==> src/rtl/i2c_pkg.sv <==
// rtl/i2c_pkg.sv - shared I2C command and phase encodings
package i2c_pkg;

  // Bit-level commands issued by the master byte FSM
  typedef enum logic [1:0] {
    CMD_START = 2'd0,
    CMD_STOP  = 2'd1,
    CMD_BIT   = 2'd2
  } BitCmd;

  // Quarter-period phases of one bit-engine operation
  typedef enum logic [2:0] {
    IDLE = 3'd0,
    P0   = 3'd1,
    P1   = 3'd2,
    P2   = 3'd3,
    P3   = 3'd4
  } BitPhase;

endpackage

==> src/rtl/i2c_bus_monitor.sv <==
// rtl/i2c_bus_monitor.sv - START/STOP detector producing line_busy
module i2c_bus_monitor (
  input  logic clk,
  input  logic rst,
  input  logic sda,
  input  logic scl,
  output logic line_busy
);

  logic sda_prev;
  logic start_det;
  logic stop_det;

  // SDA edges while SCL is high are bus conditions, not data
  assign start_det = sda_prev & ~sda & scl;
  assign stop_det  = ~sda_prev & sda & scl;

  // Track previous SDA and hold busy from START until STOP
  always_ff @(posedge clk or posedge rst) begin
    if (rst) begin
      sda_prev  <= 1'b1;
      line_busy <= 1'b0;
    end else begin
      sda_prev <= sda;
      if (start_det) begin
        line_busy <= 1'b1;
      end else if (stop_det) begin
        line_busy <= 1'b0;
      end
    end
  end

endmodule

==> src/rtl/i2c_bit_engine.sv <==
// rtl/i2c_bit_engine.sv - I2C master SCL/SDA bit engine with stretch and arbitration
module i2c_bit_engine
  import i2c_pkg::*;
#(
  parameter int DIV_WIDTH     = 32,
  parameter int TIMEOUT_WIDTH = 16
) (
  input  logic                     clk,
  input  logic                     rst,
  input  logic                     enable,
  input  logic [DIV_WIDTH-1:0]     clk_divider,
  input  logic                     en_clock_stretch,
  input  logic [TIMEOUT_WIDTH-1:0] timeout_limit,
  input  logic [1:0]               cmd,
  input  logic                     cmd_valid,
  output logic                     cmd_ready,
  input  logic                     bit_in,
  input  logic                     SDA_sync,
  input  logic                     SCL_sync,
  output logic                     SDA_out,
  output logic                     SCL_out,
  output logic                     bit_out,
  output logic                     done,
  output logic                     arb_lost,
  output logic                     stretch_timeout,
  output logic                     line_busy,
  output logic                     bus_owner
);

  BitPhase                  phase;
  logic [DIV_WIDTH-1:0]     qcnt;
  logic [TIMEOUT_WIDTH-1:0] scnt;
  logic [1:0]               cmd_q;
  logic                     bit_q;
  logic                     ready_q;

  // ready_q lags phase by a cycle so ready rises the cycle after done/abort
  assign cmd_ready = ready_q & enable;

  i2c_bus_monitor u_bus_monitor (
    .clk       (clk),
    .rst       (rst),
    .sda       (SDA_sync),
    .scl       (SCL_sync),
    .line_busy (line_busy)
  );

  // Phase sequencer: drives the lines on each phase entry and raises the result pulses
  always_ff @(posedge clk or posedge rst) begin
    if (rst) begin
      phase           <= IDLE;
      qcnt            <= '0;
      scnt            <= '0;
      cmd_q           <= CMD_BIT;
      bit_q           <= 1'b1;
      ready_q         <= 1'b0;
      SDA_out         <= 1'b1;
      SCL_out         <= 1'b1;
      bit_out         <= 1'b0;
      done            <= 1'b0;
      arb_lost        <= 1'b0;
      stretch_timeout <= 1'b0;
      bus_owner       <= 1'b0;
    end else begin
      done            <= 1'b0;
      arb_lost        <= 1'b0;
      stretch_timeout <= 1'b0;
      ready_q         <= enable && (phase == IDLE);
      if (!enable) begin
        // Disable wins over everything, including a completion this cycle
        phase     <= IDLE;
        SDA_out   <= 1'b1;
        SCL_out   <= 1'b1;
        bus_owner <= 1'b0;
        ready_q   <= 1'b0;
      end else begin
        case (phase)
          IDLE: begin
            if (cmd_valid && cmd_ready) begin
              ready_q <= 1'b0;
              if (cmd == CMD_START && line_busy && !bus_owner) begin
                // Another master owns the bus: refuse without touching the lines
                arb_lost <= 1'b1;
              end else begin
                cmd_q <= cmd;
                bit_q <= bit_in;
                phase <= P0;
                qcnt  <= clk_divider;
                case (cmd)
                  CMD_START: SDA_out <= 1'b1;
                  CMD_STOP: begin
                    SCL_out <= 1'b0;
                    SDA_out <= 1'b0;
                  end
                  default: begin
                    SCL_out <= 1'b0;
                    SDA_out <= bit_in;
                  end
                endcase
              end
            end
          end
          P0: begin
            if (qcnt == '0) begin
              phase   <= P1;
              qcnt    <= clk_divider;
              scnt    <= '0;
              SCL_out <= 1'b1;
            end else begin
              qcnt <= qcnt - DIV_WIDTH'(1);
            end
          end
          P1: begin
            if (en_clock_stretch && !SCL_sync) begin
              // Slave holds SCL low: freeze the quarter counter and count the wait
              if (timeout_limit != '0 && scnt == timeout_limit - TIMEOUT_WIDTH'(1)) begin
                stretch_timeout <= 1'b1;
                SDA_out         <= 1'b1;
                SCL_out         <= 1'b1;
                bus_owner       <= 1'b0;
                phase           <= IDLE;
              end else begin
                scnt <= scnt + TIMEOUT_WIDTH'(1);
              end
            end else if (qcnt == '0) begin
              phase <= P2;
              qcnt  <= clk_divider;
              if (cmd_q == CMD_START) begin
                SDA_out <= 1'b0;
              end else if (cmd_q == CMD_STOP) begin
                SDA_out <= 1'b1;
              end
            end else begin
              qcnt <= qcnt - DIV_WIDTH'(1);
            end
          end
          P2: begin
            if (qcnt == '0) begin
              if (cmd_q == CMD_BIT) begin
                bit_out <= SDA_sync;
              end
              if (cmd_q == CMD_BIT && bit_q && !SDA_sync) begin
                // Released SDA reads low: someone else is driving, back off at once
                arb_lost  <= 1'b1;
                SDA_out   <= 1'b1;
                SCL_out   <= 1'b1;
                bus_owner <= 1'b0;
                phase     <= IDLE;
              end else begin
                phase <= P3;
                qcnt  <= clk_divider;
                if (cmd_q == CMD_STOP) begin
                  SDA_out <= 1'b1;
                  SCL_out <= 1'b1;
                end else begin
                  SCL_out <= 1'b0;
                end
              end
            end else begin
              qcnt <= qcnt - DIV_WIDTH'(1);
            end
          end
          P3: begin
            if (qcnt == '0) begin
              phase <= IDLE;
              done  <= 1'b1;
              if (cmd_q == CMD_START) begin
                bus_owner <= 1'b1;
              end else if (cmd_q == CMD_STOP) begin
                bus_owner <= 1'b0;
              end
            end else begin
              qcnt <= qcnt - DIV_WIDTH'(1);
            end
          end
          default: phase <= IDLE;
        endcase
      end
    end
  end

endmodule

==> config.mk <==
export PLATFORM = sky130hd
export DESIGN_NAME = i2c_bit_engine
export DESIGN_NICKNAME = d
export VERILOG_FILES = /design/src/rtl/i2c_pkg.sv /design/src/rtl/i2c_bus_monitor.sv /design/src/rtl/i2c_bit_engine.sv
export SDC_FILE = /design/constraint.sdc
export NUM_CORES = 1
export LEC_CHECK = 0
export ABC_AREA = 1
export BUFFER_PORTS_ARGS = -buffer_cell sky130_fd_sc_hd__buf_2
export CAP_MARGIN = 0
export CORE_ASPECT_RATIO = 0.75
export CORE_MARGIN = 2
export CORE_UTILIZATION = 50
export CTS_BUF_LIST = sky130_fd_sc_hd__clkbuf_8
export DETAILED_ROUTE_END_ITERATION = 8
export MAX_ROUTING_LAYER = met4
export PLACE_DENSITY = 0.71
export SYNTH_ARGS = -nofsm -noshare
export SYNTH_HDL_FRONTEND = slang
export SYNTH_HIERARCHICAL = 1
export SYNTH_SLANG_ARGS = --single-unit
==> constraint.sdc <==
create_clock -name clk -period 5.5 [get_ports clk]
set_input_delay 0 -clock clk [delete_from_list [all_inputs] [get_ports clk]]
set_output_delay 0 -clock clk [all_outputs]
set_load 0.03 [all_outputs]
After elaboration in Yosys (flattened, before gate mapping)
Index checks and enable logic that the tools add are counted.
Cells by class
  add/sub/neg operators: 3
  equal/unequal tests: 31
  mux-type cells: 72
  bitwise gates (word level): 8
  reductions and logical operators: 27
Operator list (count)
  $mux W32: 7
  $pmux W32 S5: 1
  $mux W16: 3
  $mux W1: 44
  $logic_not A32 Y1: 1
  $pmux W16 S2: 1
  $sub A32 B1 Y32 const B: 1
  $mux W3: 10
  $ne A3 B3 Y1 const B: 9
  $reduce_and A7 Y1: 3
  $add A16 B1 Y16 const B: 1
  $eq A16 B16 Y1: 1
  $reduce_bool A16 Y1: 1
  $sub A16 B1 Y16 const B: 1
  $pmux W3 S5: 1
  $ne A2 B2 Y1 const B: 6
  $ne A4 B4 Y1 const B: 3
  $logic_and A1 B1 Y1: 8
  $ne A4 B1 Y1 const B: 2
  $reduce_and A4 Y1: 2
  $reduce_and A8 Y1: 1
  $eq A3 B2 Y1 const B: 2
  $pmux W1 S3: 2
  $reduce_and A6 Y1: 1
  17 further kinds: 29
Word-level totals
  register bits after elaboration: 64
  logic and storage cells: 156

Longest topological paths before layout
Gate-level depths: netlist of run 1.
  depth after elaboration: 7
  mapped depth: 18
  depth with buffers taken out: 18

Modules after synthesis
Netlist of run 1, hierarchy kept.
Modules (own cells, without submodules)
  i2c_bit_engine: instances 1, cells an instance 712, area each 4837.1 µm², seq. area each 1556.5 µm²
  i2c_bus_monitor: instances 1, cells an instance 12, area each 91.3 µm², seq. area each 51.3 µm²

Worst setup path after synthesis of run 1
Ideal clock, no wire load.
  path type: register to register
  start point: reg qcnt[0]
  end point: reg qcnt[30]
  data arrival time: 1.831 ns
  data required time: 5.371 ns
  path slack: 3.541 ns
  cell stages (with the launch flop): 15
  path buffers: 0
  period minus slack after synthesis: 1.959 ns
  cell sequence: dfrtp_1 -> inv_1 -> ha_1 -> nand2_1 -> nor2_2 -> nand2_2 -> nor2_4 -> nand2_1 -> nor2_1 -> nand2_1 -> nor2_2 -> nand2_1 -> xor2_1 -> nor2_1 -> o22ai_1
Between the ends
  cells in the longest elaborated chain, start to end: 4
  elaborated cells between the ends (all ways): 10
RTL lines
  start: declaration: RTL line i2c_bit_engine.sv:31  | logic [DIV_WIDTH-1:0] qcnt;
  start signal: assignment: RTL line i2c_bit_engine.sv:88  | qcnt <= clk_divider;
  start signal: assignment: RTL line i2c_bit_engine.sv:106  | qcnt <= clk_divider;
  start signal: assignment: RTL line i2c_bit_engine.sv:110  | qcnt <= qcnt - DIV_WIDTH'(1);
  $sub A32 B1 Y32 or $logic_not A32 Y1 (tied branches)
  $mux W32: RTL line i2c_bit_engine.sv:104, i2c_bit_engine.sv:125
  $mux W32: RTL line i2c_bit_engine.sv:114  | if (en_clock_stretch && !SCL_sync) begin
  $pmux W32 S5: RTL line i2c_bit_engine.sv:77  | case (phase)
Several ways; a longest one is shown, not always the timed one. The select of a mux whose other input is x is not followed.
A chain may end at the register's enable or synchronous reset.

Final worst setup path of run 1
  start point: reg phase[1]
  end point: reg qcnt[21]
Between the ends
  cells in the longest elaborated chain, start to end: 3
  elaborated cells between the ends (all ways): 13
RTL lines
  start: declaration: RTL line i2c_bit_engine.sv:30  | BitPhase phase;
  start signal: assignment: RTL line i2c_bit_engine.sv:51  | phase <= IDLE;
  start signal: assignment: RTL line i2c_bit_engine.sv:71  | phase <= IDLE;
  start signal: assignment: RTL line i2c_bit_engine.sv:87  | phase <= P0;
  $eq A3 B2 Y1, or another cell as far along: RTL line i2c_bit_engine.sv:77
  $ne A3 B3 Y1 (no line), or another cell as far along
  $reduce_and A7 Y1 (no line)
Several ways; a longest one is shown, not always the timed one.

==> results of run 1 <==
[metal layers]
metal	global-route usage, %	vias to the layer above
li1	-	2515
met1	34.8	2192
met2	37.9	164
met3	5.14	17
met4	6.25	0
met5	-	-
[registers in the layout, indices dropped and copies added (netlist names)]
name / flops
SCL_out: 1
ready_q: 1
SDA_out: 1
u_bus_monitor/sda_prev: 1
u_bus_monitor/line_busy: 1
scnt: 16
arb_lost: 1
bit_out: 1
cmd_q: 2
bus_owner: 1
done: 1
phase: 3
qcnt: 32
bit_q: 1
stretch_timeout: 1
[layout by cell type (no fill, tap or decap), types with 4 or more instances in the layout]
master	n
nor3_1	14
a31oi_1	4
o21ai_0	33
nor2_2	14
nand3_1	49
o21ai_1	18
nand4_1	5
clkbuf_8	10
o21ai_2	7
nand2_1	180
dlygate4sd3_1	37
xnor2_1	4
a22oi_1	5
inv_1	87
dfstp_2	5
buf_2	66
dfrtp_1	59
nor2_1	108
a21oi_1	28
ha_1	4
nand2_2	5
xor2_1	43
[worst min-delay path, stage by stage]
cell	delay, ns
buf_2	0.07
o21ai_0	0.09
a22oi_2	0.15
[final cells by class]
cell class	instances	area [um^2]
Tap cell	132	165
Timing Repair Buffer	105	716
Inverter	88	334
Clock inverter	4	16.3
Multi-Input combinational cell	553	2840
Fill cell	936	3810
Clock buffer	10	138
Sequential cell	64	1610
[cell families after synthesis]
| logic type | Yosys count |
|---|---|
| multiplexers | 1 |
| AO/OA/AOI/OAI | 112 |
| XOR/XNOR | 47 |
| AND/OR/NAND/NOR | 389 |
| buffers and inverters | 107 |
| adder cells (fa/ha/maj) | 4 |
| flip-flops | 64 |
[power groups by stage]
| stage | combinational (W) | clock, W | sequential (W) |
|---|---|---|---|
| finish | 0.00108 | 0.000342 | 0.000797 |
| global route | 0.00123 | 0.000369 | 0.000821 |
| CTS | 0.00108 | 0.000352 | 0.000793 |
| detailed placement | 0.00105 | 0 | 0.000800 |
| global placement | 0.00103 | 0 | 0.000792 |
| floorplan | 0.000887 | 0 | 0.000778 |
[through the flow]
| stage | instances | hold WS [ns] |
|---|---|---|
| after floorplan | 724 | -0.260 |
| after global placement | 905 | -0.136 |
| after detailed placement | 905 | -0.130 |
| after CTS | 956 | 0.000434 |
| after global routing | 956 | 0.0401 |
| final | 956 | 0.0176 |
[worst max-delay path by stage]
| stage | startpoint | to | slack (ns) | cells after the start |
|---|---|---|---|---|
| CTS | phase[1] | qcnt[19] | 2.77 | 12 |
| global placement | phase[1] | qcnt[19] | 2.89 | 12 |
| detailed placement | phase[1] | qcnt[21] | 2.80 | 12 |
| floorplan | qcnt[0] | qcnt[30] | 3.54 | 14 |
| finish | phase[1] | qcnt[21] | 2.73 | 12 |
| global route | phase[1] | qcnt[0] | 2.33 | 12 |
==> summary by stage, run 1 <==
GRT
The leftover overflow at the end of global routing is 0. The number of global-route vias before repair is 4646. Global routing used 25.1% of the available tracks.

The pin count of the biggest net entering global routing is 63. The first global-routing pass estimated 21300 um of wire. The number of antenna violations at the first check in global routing is 0.

Clock network
Hold repair after CTS inserted 37 buffers. The clock latency of the later-clocked register in the worst-skew pair is 0.35 ns. The root buffer cell is clkbuf_8. Buffers inserted during clock tree synthesis total 9. The clock slew seen by the registers of the worst setup and hold paths is 0.07 ns. The clock drives 64 sinks.

The H-tree was split into 3 levels. The deepest clock path buffer count is 2. The post-cts gate resize count is 0. In this run the post-CTS setup repair buffer count came out at 0. The TritonCTS clock tree is done.

Power
Summed over all cells, the static leakage comes to 2.84 nW. The combinational share of power is 48.7%. The switching part of the total power is 47.7%. The design draws 0.00222 W. In this run, the clock network consumes 15.4% of the power. Registers are responsible for 35.9% of the overall power. The power density over the cells is 382 nW/um^2. Cell internal power was estimated by the tool at 0.00116 W.

VDD sags by at most 0.270 mV. The net switching power is 0.00106 W.

Worst setup path
The minimum setup slack among reg-to-reg paths is 2.73 ns. The element type at the critical path start is a flip-flop. The source of the worst register-to-register timing path is phase[1].

Together, buffers and inverters on the worst path number 4. The worst setup path is of the flip-flop to flip-flop kind. The critical path's slowest cell is clkinv_2. Walking the worst path, the cells encountered are inv_1 -> nor2_2 -> nand2_2 -> inv_1 -> a21oi_1 -> nand3_1 -> nor2_2 -> buf_4 -> clkinv_2 -> a21oi_1 -> o21ai_0 -> o21ai_1. Measured in cells, the most critical reg-to-reg path has a length of 12.

The maximum single-stage delay on the critical path is 0.44 ns. The critical path required time is 5.77 ns. The cell family with the largest share of critical-path delay is buffers and inverters.

STA classifies the critical path endpoint as a flip-flop. The arrival time at the worst endpoint is 3.04 ns. The endpoint identified for the worst register-to-register timing path is qcnt[21]. In this run the worst path has a maximum fanout of 38.

Routing
The total via count after detailed routing is 4888. The detail route stage leaves a number of antenna-violating nets equal to 0. The detailed router put a total of 6110 um of wire on met1. In the final routed layout, each cell accounts on average for 13.1 um. The detailed-router iteration count before antenna repair is 5. In the routed design, unresolved DRC markers number 0. The post-detailed-routing wire length is 12500 um. The length of routed met2 wiring is 5400 um. The detailed-route vias per instance is 5.11. After detailed routing, no signal wire sits above met4. The amount of wire on met3 after detailed routing is 820 um. The number of DRC markers after the initial detailed-route iteration is 382.

Timing
The final setup skew is 0.00947 ns. The actual transition at the worst max-transition pin is 0.958 ns. The final number of max-transition violations is 0. Once routing completed, OpenROAD measured the worst setup slack at 2.73 ns. The count of final hold-check violations is 0. Setup repair after global routing left no endpoint under its margin. The time the final worst path needs with I/O delays and setup is 2.77 ns. After layout, the worst path uses 50.3% of the clock period.

Timing would allow up to 361 MHz. The count of final setup violators is 0. Setup total negative slack on the finished layout was measured at 0 ns. Measured against its own limit, the worst slew margin works out to 36.0%.

Yosys
The cell count after synthesis is 724. The synthesized netlist devotes 34.1% of its cell area to simple gates. Sorting the synthesized cells by area gives the leading types as dfrtp_1, nand2_1, nor2_1, xor2_1, inv_1.

The post-synthesis xor/xnor area fraction is 8.35%. In the synthesized netlist the dominant register cell turns out to be dfrtp_1. After synthesis the cells add up to 4930 um^2.

The synthesized design contains 0 enable-type register cells. The fraction of registers with async set/reset is 100%. The mean instance size in the synthesized netlist is 6.81 um^2.

Among all cell types in the netlist, the one instantiated most often is nand2_1. The sequential-to-total area share from yosys stat is 32.6%. Counting flops and latches in the post-synthesis netlist gives 64. After synthesis, the share of cell area in mux cells is 0.228%. The commonest cells after synthesis are nand2_1, nor2_1, inv_1.

The post-synthesis share of cell area spent on full adders, half adders and majority gates is 1.02%. The largest family of logic cells by synthesized area is simple AND/OR/NAND/NOR gates. The cell type with the highest aggregate area in the netlist is dfrtp_1.

The share of synthesized area in the top cell type comes to 30.0%. During synthesis, Yosys emitted a total of 6 warnings. The net count after synthesis is 786. The count of unique library cells instantiated by Yosys is 47.

The area fraction in compound gates after synthesis is 13.9%.

Hold path
The number of cells on the worst hold path is 3. The startpoint identified for the worst hold timing path is clk_divider[23]. The tightest min-delay check is of the input pin to flip-flop type.

The end of the worst hold path is qcnt[23].

Final layout
The antenna diode instance count is 0. Once layout is complete, the utilization of the core stands at 60.4%. The net count of the finished layout is 883. Compared with the post-synthesis result, the final layout area differs by 17.9%. Once layout is done, the placed cells without fillers occupy 5810 um^2.

The fraction of layout cells with a size suffix above 1 is 15.5%.

Flow run
The reported max-cap violation count is 0.

Place
The half-perimeter wire length after placement is 8910 um. During placement, the flow inserted port buffers numbering 66. Prior to clock tree synthesis, the placed netlist has a worst setup slack of 2.80 ns.

The area of placed instances is 5290 um^2. At the end of routability-driven placement, the weighted congestion stood at 0.928.

Floorplanning
The core region is 9620 um^2. The standard-cell row count is 31. For this configuration, the core starts out at a cell density of 51.2%. The die width is 119 um. 67 I/O pins were placed. The die outline area is 10700 um^2. The y dimension of the die is 90.0 um.

Outcome
The run finished with clean final reports.
No activity file was read; power rests on OpenSTA's default activity.
==> inputs of run 2 (changes only) <==
--- a/config.mk
+++ b/config.mk
@@ -14,7 +14,7 @@
 export CTS_BUF_LIST = sky130_fd_sc_hd__clkbuf_8
 export DETAILED_ROUTE_END_ITERATION = 8
 export MAX_ROUTING_LAYER = met4
-export PLACE_DENSITY = 0.71
+export PLACE_DENSITY = 0.74
 export SYNTH_ARGS = -nofsm -noshare
 export SYNTH_HDL_FRONTEND = slang
 export SYNTH_HIERARCHICAL = 1
==> constraint.sdc (replaced) <==
create_clock -name clk -period 2.4 [get_ports clk]
set_input_delay 0 -clock clk [delete_from_list [all_inputs] [get_ports clk]]
set_output_delay 0 -clock clk [all_outputs]
set_load 0.03 [all_outputs]
==> run 2 against run 1 <==
Fmax grew 22%. Clock skew decreased by 0.00092 ns. Flip-flop and latch count unchanged. Register-to-register slack got worse by 2.6 ns. Non-clock buffer count up 10.
==> summary by stage, run 2 (synthesized netlist as in run 1, its figures left out) <==
Outcome
Result of the run: finished, final reports clean (unchanged).

Final layout
Commonest cells after routing, fill and taps aside: nand2_1, nor2_1, inv_1, buf_2, dfrtp_1 (unchanged). The fraction of layout cells with a size suffix above 1 was 17.1% (was 15.5%). The net count of the finished layout is 893 (was 883). Leading registers by flop count: qcnt (32), scnt (16), phase (3) (unchanged). The flip-flop count of the largest register after layout is 32 (unchanged). The post-synthesis to final-layout area growth was 21.5% (was 17.9%). The antenna diode instance count is 0 (unchanged).

The commonest non-fill, non-tap cell in the layout is nand2_1 (unchanged). The register containing the most flip-flops in the final layout is qcnt (unchanged).

Place
The weighted congestion reported at the end of routability-driven placement is 0.964 (was 0.928). The half-perimeter wire length after placement is 9400 um (was 8910 um). The worst slack after detailed placement was 0.132 ns (was 2.80 ns). The number of buffer cells added on primary ports is 66 (unchanged).

Hold path
The end of the worst hold path was qcnt[30] (was qcnt[23]). The hold path startpoint is clk_divider[30] (was clk_divider[23]). The worst hold path class is input pin to flip-flop (unchanged). The number of cells on the worst hold path came to 3 (unchanged).

Flow run
The reported max-cap violation count is 0 (unchanged).

Timing
The upper clock frequency limit is 439 MHz (was 361 MHz). Unrepaired setup endpoints after global routing: true (was false). The final setup skew came to 0.00855 ns (was 0.00947 ns). The final hold slack is 0.0210 ns (was 0.0176 ns).

The time the final worst path needs with I/O delays and setup is 2.28 ns (was 2.77 ns). The count of final setup violators was 0 (unchanged). The worst setup slack after layout is 0.124 ns (was 2.73 ns).

The final number of max-transition violations is 0 (unchanged). The actual transition at the worst max-transition pin is 0.555 ns (was 0.958 ns). The worst slew margin relative to its limit is 62.9% (was 36.0%). The share of the clock period used by the worst path after layout came to 94.8% (was 50.3%). The count of final hold-check violations was 0 (unchanged).

Clock network
The clock latency of the later-clocked register in the worst-skew pair is 0.36 ns (was 0.35 ns). The TritonCTS buffer count is 9 (unchanged). The TritonCTS clock tree is done (unchanged).

The depth of the CTS H-tree is 3 (unchanged). The root buffer cell is clkbuf_8 (unchanged). The clock slew seen by the registers of the worst setup and hold paths is 0.08 ns (was 0.07 ns). The TritonCTS sink count is 64 (unchanged). The deepest clock path buffer count was 2 (unchanged).

GRT
The pin count of the biggest net entering global routing came to 38 (was 63). The total global-route track usage is 26.1% (was 25.1%). The number of antenna violations at the first check in global routing is 0 (unchanged). The wire length of the first global-routing pass is 22300 um (was 21300 um).

The leftover overflow at the end of global routing is 0 (unchanged). The number of global-route vias before repair is 4753 (was 4646).

Routing
The uppermost metal layer occupied by signal nets is met4 (unchanged). The routed length per instance came to 13.4 um (was 13.1 um). The post-detailed-routing wire length was 13000 um (was 12500 um). The detailed-route vias per instance was 5.23 (was 5.11).

The count of unresolved DRC violations after routing is 0 (unchanged). The amount of wire on met3 after detailed routing is 863 um (was 820 um). The detailed-router iteration count before antenna repair is 5 (unchanged). The number of DRC markers after the initial detailed-route iteration is 419 (was 382). The remaining antenna violation count came to 0 (unchanged). The length of routed met2 wiring came to 5730 um (was 5400 um). The total via count after detailed routing is 5058 (was 4888).

The wire length on met1 is 6140 um (was 6110 um).

Floorplanning
The y dimension of the die is 90.0 um (unchanged). The die outline area is 10700 um^2 (unchanged). The die width is 119 um (unchanged).

The number of top-level pins is 67 (unchanged). The placeable core region is 9620 um^2 (unchanged). The standard-cell row count came to 31 (unchanged). The initial core utilization is 51.2% (unchanged).

Worst setup path
The cell count of the worst reg-to-reg path is 14 (was 12). The destination of the worst register-to-register timing path is qcnt[30] (was qcnt[21]). The minimum setup slack among reg-to-reg paths was 0.12 ns (was 2.73 ns). The critical path required time was 2.62 ns (was 5.77 ns). The type of destination of the critical path is a flip-flop (unchanged). The critical path start-end classification is flip-flop to flip-flop (unchanged). The largest fanout on the critical path is 4 (was 38). The arrival time at the worst endpoint is 2.50 ns (was 3.04 ns). The element type at the critical path start is a flip-flop (unchanged). The source of the worst register-to-register timing path is qcnt[0] (was phase[1]).

Power
The power density over the cells is 927 nW/um^2 (was 382 nW/um^2). The maximum vdd drop is 0.657 mV (was 0.270 mV). The leakage power figure is 2.92 nW (was 2.84 nW). The total power of the final layout is 0.00555 W (was 0.00222 W).
[run 2: layout make-up]
| cell class | count | area, um^2 |
|---|---|---|
| clock inverters | 3 | 38.8 |
| clock buffers | 13 | 179 |
| fillers | 908 | 3630 |
| flip-flops and latches | 64 | 1610 |
| inverters | 88 | 334 |
| multi-input cells | 553 | 2850 |
| repair buffers | 115 | 816 |
| well taps | 132 | 165 |
[run 2: through the flow]
step / util (%) / cells / cell area (um^2) / setup TNS, ns
after floorplan: - / 724 / 4930 / 0
after global placement: 56.0 / 915 / 5390 / 0
after detailed placement: 56.0 / 915 / 5390 / 0
after CTS: 62.1 / 968 / 5980 / 0
after global routing: 62.3 / 968 / 5990 / -0.0862
final: 62.3 / 968 / 5990 / 0
[run 2: worst max-delay path by stage]
stage             from       end  slack, ns  cells after the start
6_report       qcnt[0]  qcnt[30]       0.12                     14
5_1_grt        qcnt[0]  qcnt[30]      -0.09                     14
4_1_cts        qcnt[0]  qcnt[30]       0.07                     14
3_5_place_dp   qcnt[0]  qcnt[30]       0.13                     14
3_3_place_gp   qcnt[0]  scnt[13]       0.23                     13
2_1_floorplan  qcnt[0]  qcnt[30]       0.44                     14
[run 2: critical path: stages (launching register included)]
cell and delay, ns:
dfrtp_1 0.40, inv_1 0.12, ha_1 0.21, nand2_1 0.10, nor2_4 0.13, nand2_2 0.10
nor2_4 0.15, nand2_1 0.11, nor2_2 0.16, nand2_1 0.12, nor2_2 0.15, nand2_1 0.09
xor2_1 0.14, nor2_1 0.08, o22ai_1 0.08
[run 2: layer usage]
metal,track usage [%],vias to the layer above
met2,38.3,195
li1,-,2535
met5,-,-
met1,36.4,2299
met4,8.13,0
met3,5.39,29
[run 2: timing repair]
action | CTS | global route
hold buffers | 37 | 0
setup endpoints to repair | 0 | 13
buffers inserted | 0 | 0
endpoints found under the hold margin | 60 | 0
resized for setup | 0 | 3
[run 2: where the power goes]
group	switching, W	leakage (nW)	internal (W)
Clock	0.000445	0.117	0.000588
Sequential	0.000384	0.805	0.00145
Combinational	0.00171	2.00	0.000978
